$ cat src/rtl/gessd_div_n16_m10_pkg.sv
// Shared types and constants for the gESSD segmented approximate divider.
package gessd_div_n16_m10_pkg;

  localparam int unsigned GESSD_N = 16;
  localparam int unsigned GESSD_M = 10;
  localparam int unsigned CNT_W   = $clog2(2 * GESSD_M);
  localparam int unsigned SH_W    = $clog2(GESSD_N + 1);
  localparam int unsigned REM_W   = GESSD_M + 1;

  typedef enum logic [1:0] {
    IDLE,
    CALC,
    DONE
  } state_t;

  typedef enum logic [1:0] {
    SEG_LO,
    SEG_MID,
    SEG_HI
  } seg_sel_t;

  // Left offset of the segment taken from an operand.
  function automatic logic [SH_W-1:0] seg_shift(input seg_sel_t sel);
    case (sel)
      SEG_HI:  return SH_W'(GESSD_N - GESSD_M);
      SEG_MID: return SH_W'(GESSD_N - GESSD_M - 1);
      default: return '0;
    endcase
  endfunction

endpackage

$ cat src/rtl/gessd_div_n16_m10_if.sv
// Request/response handshake bundle for the gESSD divider.
interface gessd_div_n16_m10_if;
  import gessd_div_n16_m10_pkg::*;

  logic                 in_valid;
  logic                 in_ready;
  logic [GESSD_N-1:0]   a;
  logic [GESSD_N-1:0]   b;
  logic                 out_valid;
  logic                 out_ready;
  logic [GESSD_N-1:0]   q;
  logic                 dz;

  modport master (
    output in_valid, a, b, out_ready,
    input  in_ready, out_valid, q, dz
  );

  modport slave (
    input  in_valid, a, b, out_ready,
    output in_ready, out_valid, q, dz
  );

endinterface

$ cat src/rtl/gessd_div_n16_m10_segment.sv
// Reduces an operand to an M-bit segment chosen by its leading bits.
module gessd_segment
  import gessd_div_n16_m10_pkg::*;
(
  input  logic [GESSD_N-1:0] i_x,
  output logic [GESSD_M-1:0] o_xs,
  output seg_sel_t           o_sel
);

  // Priority select: top bit, then any bit above the low segment, else low bits.
  always_comb begin
    o_sel = SEG_LO;
    o_xs  = i_x[GESSD_M-1:0];
    if (i_x[GESSD_N-1]) begin
      o_sel = SEG_HI;
      o_xs  = i_x[GESSD_N-1:GESSD_N-GESSD_M];
    end else if (|i_x[GESSD_N-2:GESSD_M]) begin
      o_sel = SEG_MID;
      o_xs  = i_x[GESSD_N-2:GESSD_N-GESSD_M-1];
    end
  end

endmodule

$ cat src/rtl/gessd_div_n16_m10.sv
// Sequential approximate divider: segment both operands, restoring-divide
// the segments one bit per cycle, then rescale by the segment offsets.
module gessd_div_n16_m10
  import gessd_div_n16_m10_pkg::*;
(
  input logic                 clk,
  input logic                 rst_n,
  gessd_div_n16_m10_if.slave  bus
);

  localparam logic [CNT_W-1:0] LAST_STEP = CNT_W'(2 * GESSD_M - 1);

  state_t                 r_state;
  state_t                 w_state_nxt;
  logic [CNT_W-1:0]       r_cnt;
  logic [REM_W-1:0]       r_rem;
  logic [2*GESSD_M-1:0]   r_quo;
  logic [GESSD_M-1:0]     r_bs;
  logic [SH_W-1:0]        r_shamt;
  logic                   r_zero;
  logic [GESSD_N-1:0]     r_q;
  logic                   r_dz;

  logic [GESSD_M-1:0]     w_as;
  logic [GESSD_M-1:0]     w_bs;
  seg_sel_t               w_sel_a;
  seg_sel_t               w_sel_b;
  logic [REM_W:0]         w_trial;
  logic [REM_W:0]         w_diff;
  logic                   w_ge;
  logic [REM_W-1:0]       w_rem_nxt;
  logic [2*GESSD_M-1:0]   w_quo_nxt;
  logic                   w_last;

  gessd_segment u_seg_a (
    .i_x   (bus.a),
    .o_xs  (w_as),
    .o_sel (w_sel_a)
  );

  gessd_segment u_seg_b (
    .i_x   (bus.b),
    .o_xs  (w_bs),
    .o_sel (w_sel_b)
  );

  // One restoring step: shift in the next dividend bit, subtract if it fits.
  // The trial is one bit wider than the remainder so the compare never wraps.
  always_comb begin
    w_trial   = {r_rem, r_quo[2*GESSD_M-1]};
    w_diff    = w_trial - {2'b00, r_bs};
    w_ge      = (w_trial >= {2'b00, r_bs});
    w_rem_nxt = w_ge ? REM_W'(w_diff) : REM_W'(w_trial);
    w_quo_nxt = {r_quo[2*GESSD_M-2:0], w_ge};
    w_last    = (r_cnt == LAST_STEP);
  end

  // State register.
  always_ff @(posedge clk or negedge rst_n) begin
    if (!rst_n) r_state <= IDLE;
    else        r_state <= w_state_nxt;
  end

  // Next-state logic.
  always_comb begin
    w_state_nxt = r_state;
    case (r_state)
      IDLE:    if (bus.in_valid)  w_state_nxt = CALC;
      CALC:    if (w_last)        w_state_nxt = DONE;
      DONE:    if (bus.out_ready) w_state_nxt = IDLE;
      default:                    w_state_nxt = IDLE;
    endcase
  end

  // Handshake outputs depend on state only; results come from registers.
  always_comb begin
    bus.in_ready  = (r_state == IDLE);
    bus.out_valid = (r_state == DONE);
    bus.q         = r_q;
    bus.dz        = r_dz;
  end

  // Operand capture, iterative divide and result load.
  always_ff @(posedge clk or negedge rst_n) begin
    if (!rst_n) begin
      r_cnt   <= '0;
      r_rem   <= '0;
      r_quo   <= '0;
      r_bs    <= '0;
      r_shamt <= '0;
      r_zero  <= 1'b0;
      r_q     <= '0;
      r_dz    <= 1'b0;
    end else begin
      case (r_state)
        IDLE: begin
          if (bus.in_valid) begin
            r_cnt   <= '0;
            r_rem   <= '0;
            r_quo   <= {w_as, {GESSD_M{1'b0}}};
            r_bs    <= w_bs;
            r_shamt <= SH_W'(GESSD_M) + seg_shift(w_sel_b) - seg_shift(w_sel_a);
            r_zero  <= (w_bs == '0);
          end
        end
        CALC: begin
          r_cnt <= r_cnt + 1'b1;
          r_rem <= w_rem_nxt;
          r_quo <= w_quo_nxt;
          if (w_last) begin
            r_q  <= r_zero ? '1 : GESSD_N'(w_quo_nxt >> r_shamt);
            r_dz <= r_zero;
          end
        end
        default: ;
      endcase
    end
  end

endmodule

$ cat src/flat_wrapper.sv
// flat-port wrapper written by rule: the top's interface ports become plain ports
module gessd_div_n16_m10_flat import gessd_div_n16_m10_pkg::*;
  (clk, rst_n, bus_in_valid, bus_a, bus_b, bus_out_ready, bus_in_ready, bus_out_valid, bus_q, bus_dz);
  gessd_div_n16_m10_if bus_i ();
  input logic clk;
  input logic rst_n;
  input wire logic [$bits(bus_i.in_valid)-1:0] bus_in_valid;
  input wire logic [$bits(bus_i.a)-1:0] bus_a;
  input wire logic [$bits(bus_i.b)-1:0] bus_b;
  input wire logic [$bits(bus_i.out_ready)-1:0] bus_out_ready;
  output wire logic [$bits(bus_i.in_ready)-1:0] bus_in_ready;
  output wire logic [$bits(bus_i.out_valid)-1:0] bus_out_valid;
  output wire logic [$bits(bus_i.q)-1:0] bus_q;
  output wire logic [$bits(bus_i.dz)-1:0] bus_dz;
  assign bus_i.in_valid = bus_in_valid;
  assign bus_i.a = bus_a;
  assign bus_i.b = bus_b;
  assign bus_i.out_ready = bus_out_ready;
  assign bus_in_ready = bus_i.in_ready;
  assign bus_out_valid = bus_i.out_valid;
  assign bus_q = bus_i.q;
  assign bus_dz = bus_i.dz;
  gessd_div_n16_m10 u_core (.clk(clk), .rst_n(rst_n), .bus(bus_i));
endmodule
$ cat config.mk
export PLATFORM = sky130hd
export DESIGN_NAME = gessd_div_n16_m10_flat
export DESIGN_NICKNAME = d
export VERILOG_FILES = /design/src/rtl/gessd_div_n16_m10_pkg.sv /design/src/rtl/gessd_div_n16_m10_if.sv /design/src/rtl/gessd_div_n16_m10_segment.sv /design/src/rtl/gessd_div_n16_m10.sv /design/src/flat_wrapper.sv
export SDC_FILE = /design/constraint.sdc
export NUM_CORES = 1
export LEC_CHECK = 0
export CORE_UTILIZATION = 60
export CTS_BUF_LIST = sky130_fd_sc_hd__clkbuf_8
export DETAILED_ROUTE_END_ITERATION = 8
export GPL_ROUTABILITY_DRIVEN = 0
export PLACE_DENSITY = 0.82
export RECOVER_POWER = 25
export SLEW_MARGIN = 25
export SYNTH_ARGS = -nofsm -noshare
export SYNTH_HDL_FRONTEND = slang
export SYNTH_SLANG_ARGS = --single-unit
$ cat constraint.sdc
create_clock -name clk -period 7.55 [get_ports clk]
set_input_delay 0.755 -clock clk [delete_from_list [all_inputs] [get_ports clk]]
set_output_delay 0.755 -clock clk [all_outputs]
set_load 0.01 [all_outputs]
==> run metrics <==
post-synthesis cell area 4900 um^2; Internal approximately 0.0014 W; Switch Pwr 0.00118 W; NumNets Final ~660; CTS Hold Bufs 0; crit path time final 4200 ps; critical path peak fanout a little over 70; worst r2r src u_core.r_bs[0]$_DFFE_PN0P_; CP top delay family buffers and inverters; crit-path cells buf_2 -> clkbuf_1; Buf/Inv on CP 2; CP max stage delay 2650 ps; final hold slack between 400 and 500 ps; Max VDD drop 429 uV; clock buffer depth 2; CTS root buf clkbuf_8; register bit total from synthesis 71; Final Hold Fails 0; Post-Syn Instances 571; post-synthesis sequential area ratio 0.363; CP Launch Type input port; WHS Endpoint u_core.bus.q[14]$_DFFE_PN0P_; Yosys top cell area share 0.363; CTS tree done; critical path endpoint category async pin; vias in the first global route 4298; vias per cell 6.24; Final ANT Viol Nets 0; Comb pwr share 0.570; Num CTS Buffers 9; Worst Setup SP rst_n; Slew @ Worst Pin around 3800 ps; final cycle utilization of the critical path 0.556; Post-CTS Resized 0; aggregate global-route resource usage 0.307; synthesized area per cell 8.57 um^2; worst hold start u_core.bus.q[14]$_DFFE_PN0P_; Rel. slew slack -1.53; FF-to-FF setup slack 4620 ps; WP data required 6860 ps; hold depth 2; initial antenna violation count 0; Crit-path slowest cell clkbuf_1; # IOs 55; Horiz. Die Dim 92.3 um; Max Cap Viol 1; WP depth 2; share of flip-flops with an asynchronous set or reset 1.00; Placeable Area 7810 um^2; failing checks max-capacitance violations, max-slew violations; largest net degree at the start of global routing 72; RSZ-0062 raised after global routing false; final setup fails 0; Post-Syn Nets 625; Initial Util 0.627; Pre-antenna DRT Iters 5; WL final 11900 um; Post-route DRC 0; fin. max-slew vios 72; sinks on the clock net 71; grt ovf 0; Worst EP arrival 3500 ps; full die area 8520 um^2; Post-CTS Setup Repair Bufs 0; Reg clk slew, reported paths 90 ps; Clk Latency, worst-skew pair 360 ps; post-synth cell types 56; Worst Clk Skew 9.23 ps; achievable frequency about 240 MHz; main flop type after synthesis dfrtp_1; clock power share 0.125; Worst Hold Class flip-flop to flip-flop; share of layout cells above drive strength 1 0.0858; Die Ht 92.3 um; EDFF count, synth 0; Reg2Reg Depth 8; first-pass GRT wire length 20500 um; area delta synth->final 15.0%; R2R Path End u_core.bus.q[0]$_DFFE_PN0P_; DP HPWL 8390 um; status finished with violations; Net Sw Frac 0.459; wire per inst 16.8 um; Setup TNS Final 0 ps; row count 32; DRT iter0 DRCs 290; Leak Pwr about 2.4 nW; Cell Pwr Density roughly 460 nW/um^2; Placed Area 5420 um^2; vias 4418; design area 5630 um^2; antenna diode count 0; PortBufs 54; area leader, netlist dfrtp_1; main area contributors after synthesis dfrtp_1 (36%), mux2i_1 (6.5%), nand2_1 (6.3%); Reg power frac 0.305; H-tree Lvls 3; Worst Setup Path Type input port to async pin; synth warn 0
## cell families (layout without fill, tap and decap cells)
kind of cell               count (synthesis)  after routing  synth area share
xor gates and xnor gates                   5              5           0.00895
and+or+nand+nor                          205            205             0.196
muxes                                     55             55             0.137
buffers and inverters                     66            101            0.0555
DFF                                       71             71             0.363
AOI/OAI and AO/OA                        151            151             0.191
adders and majority gates                 18             18            0.0491
## power groups by stage
| stage | Clock (W) | Combinational, W | Sequential, W |
|---|---|---|---|
| global placement | 0 | 0.00139 | 0.000771 |
| CTS | 0.000326 | 0.00146 | 0.000778 |
| finish | 0.000321 | 0.00146 | 0.000782 |
| floorplan | 0 | 0.00118 | 0.000680 |
| global route | 0.000342 | 0.00163 | 0.000810 |
| detailed placement | 0 | 0.00144 | 0.000784 |
## cell type report
cell class	instances	area [um^2]
timing repair buffer	58	562
multi-input combinational	434	2850
clock buffer	9	124
sequential	71	1780
inverter	27	101
fill	621	2180
clock inverter	7	81.3
tap	102	128
## metal layers
layer  share of wire  global-route usage  vias up
met1            0.41               0.394     2126
met3           0.055              0.0599       32
met5               0                   0        -
met4           0.035               0.147        0
met2            0.50               0.499      159
li1                -                   -     2101
## layout by cell type (no fill, tap or decap), types with 15 or more instances in the layout
cell / Yosys / final
mux2_2: 15 / 15
inv_1: 26 / 26
clkdlybuf4s50_1: 0 / 53
dfrtp_1: 71 / 69
ha_1: 16 / 16
a21oi_1: 39 / 39
o21ai_0: 56 / 56
nand2_1: 82 / 82
mux2i_1: 32 / 32
nor2_1: 49 / 49
## worst max-delay path by stage
stage,endpoint,slack (ps)
after floorplan,u_core.r_shamt[3]$_DFFE_PN0P_,4740
after CTS,u_core.r_shamt[3]$_DFFE_PN0P_,4270
after global routing,u_core.r_shamt[1]$_DFFE_PN0P_,2470
after detailed placement,u_core.r_shamt[3]$_DFFE_PN0P_,3900
after global placement,u_core.r_shamt[3]$_DFFE_PN0P_,4030
final,u_core.r_shamt[1]$_DFFE_PN0P_,3350
## synth_stat cells (all sizes together) (3+ instances only)
| cell type | count |
|---|---|
| mux2 | 15 |
| buf | 9 |
| nor4 | 7 |
| a21oi | 39 |
| xnor2 | 3 |
| o211ai | 5 |
| mux4 | 8 |
| a2111oi | 9 |
| ha | 16 |
| o21ai | 56 |
| nand3b | 4 |
| nor3 | 7 |
| nand3 | 14 |
| clkbuf | 30 |
| inv | 26 |
| or3 | 4 |
| nand2 | 82 |
| nand2b | 9 |
| a221oi | 3 |
| a211oi | 8 |
| o21a | 5 |
| a21o | 3 |
| nor2 | 52 |
| mux2i | 32 |
| and3 | 5 |
| and2 | 4 |
| nand4 | 5 |
| nor2b | 9 |
| dfrtp | 71 |
| a31oi | 5 |
## metrics by stage
stage / total power, W / cells / utilization / worst slack, ps
detailed placement: 0.00222 / 692 / 0.695 / 3900
finish: 0.00257 / 708 / 0.721 / 3350
CTS: 0.00256 / 708 / 0.721 / 4270
global placement: 0.00216 / 692 / 0.695 / 4030
floorplan: 0.00186 / 571 / - / 4740
global route: 0.00278 / 708 / 0.721 / 2470
## registers in the layout, summed over array words and instances (netlist names)
register	cells
u_core.bus.dz	1
u_core.r_shamt	5
u_core.r_zero	1
u_core.r_cnt	5
u_core.r_state	2
u_core.r_rem	11
u_core.r_quo	20
u_core.bus.q	16
u_core.r_bs	10
No activity file was read; power rests on OpenSTA's default activity.
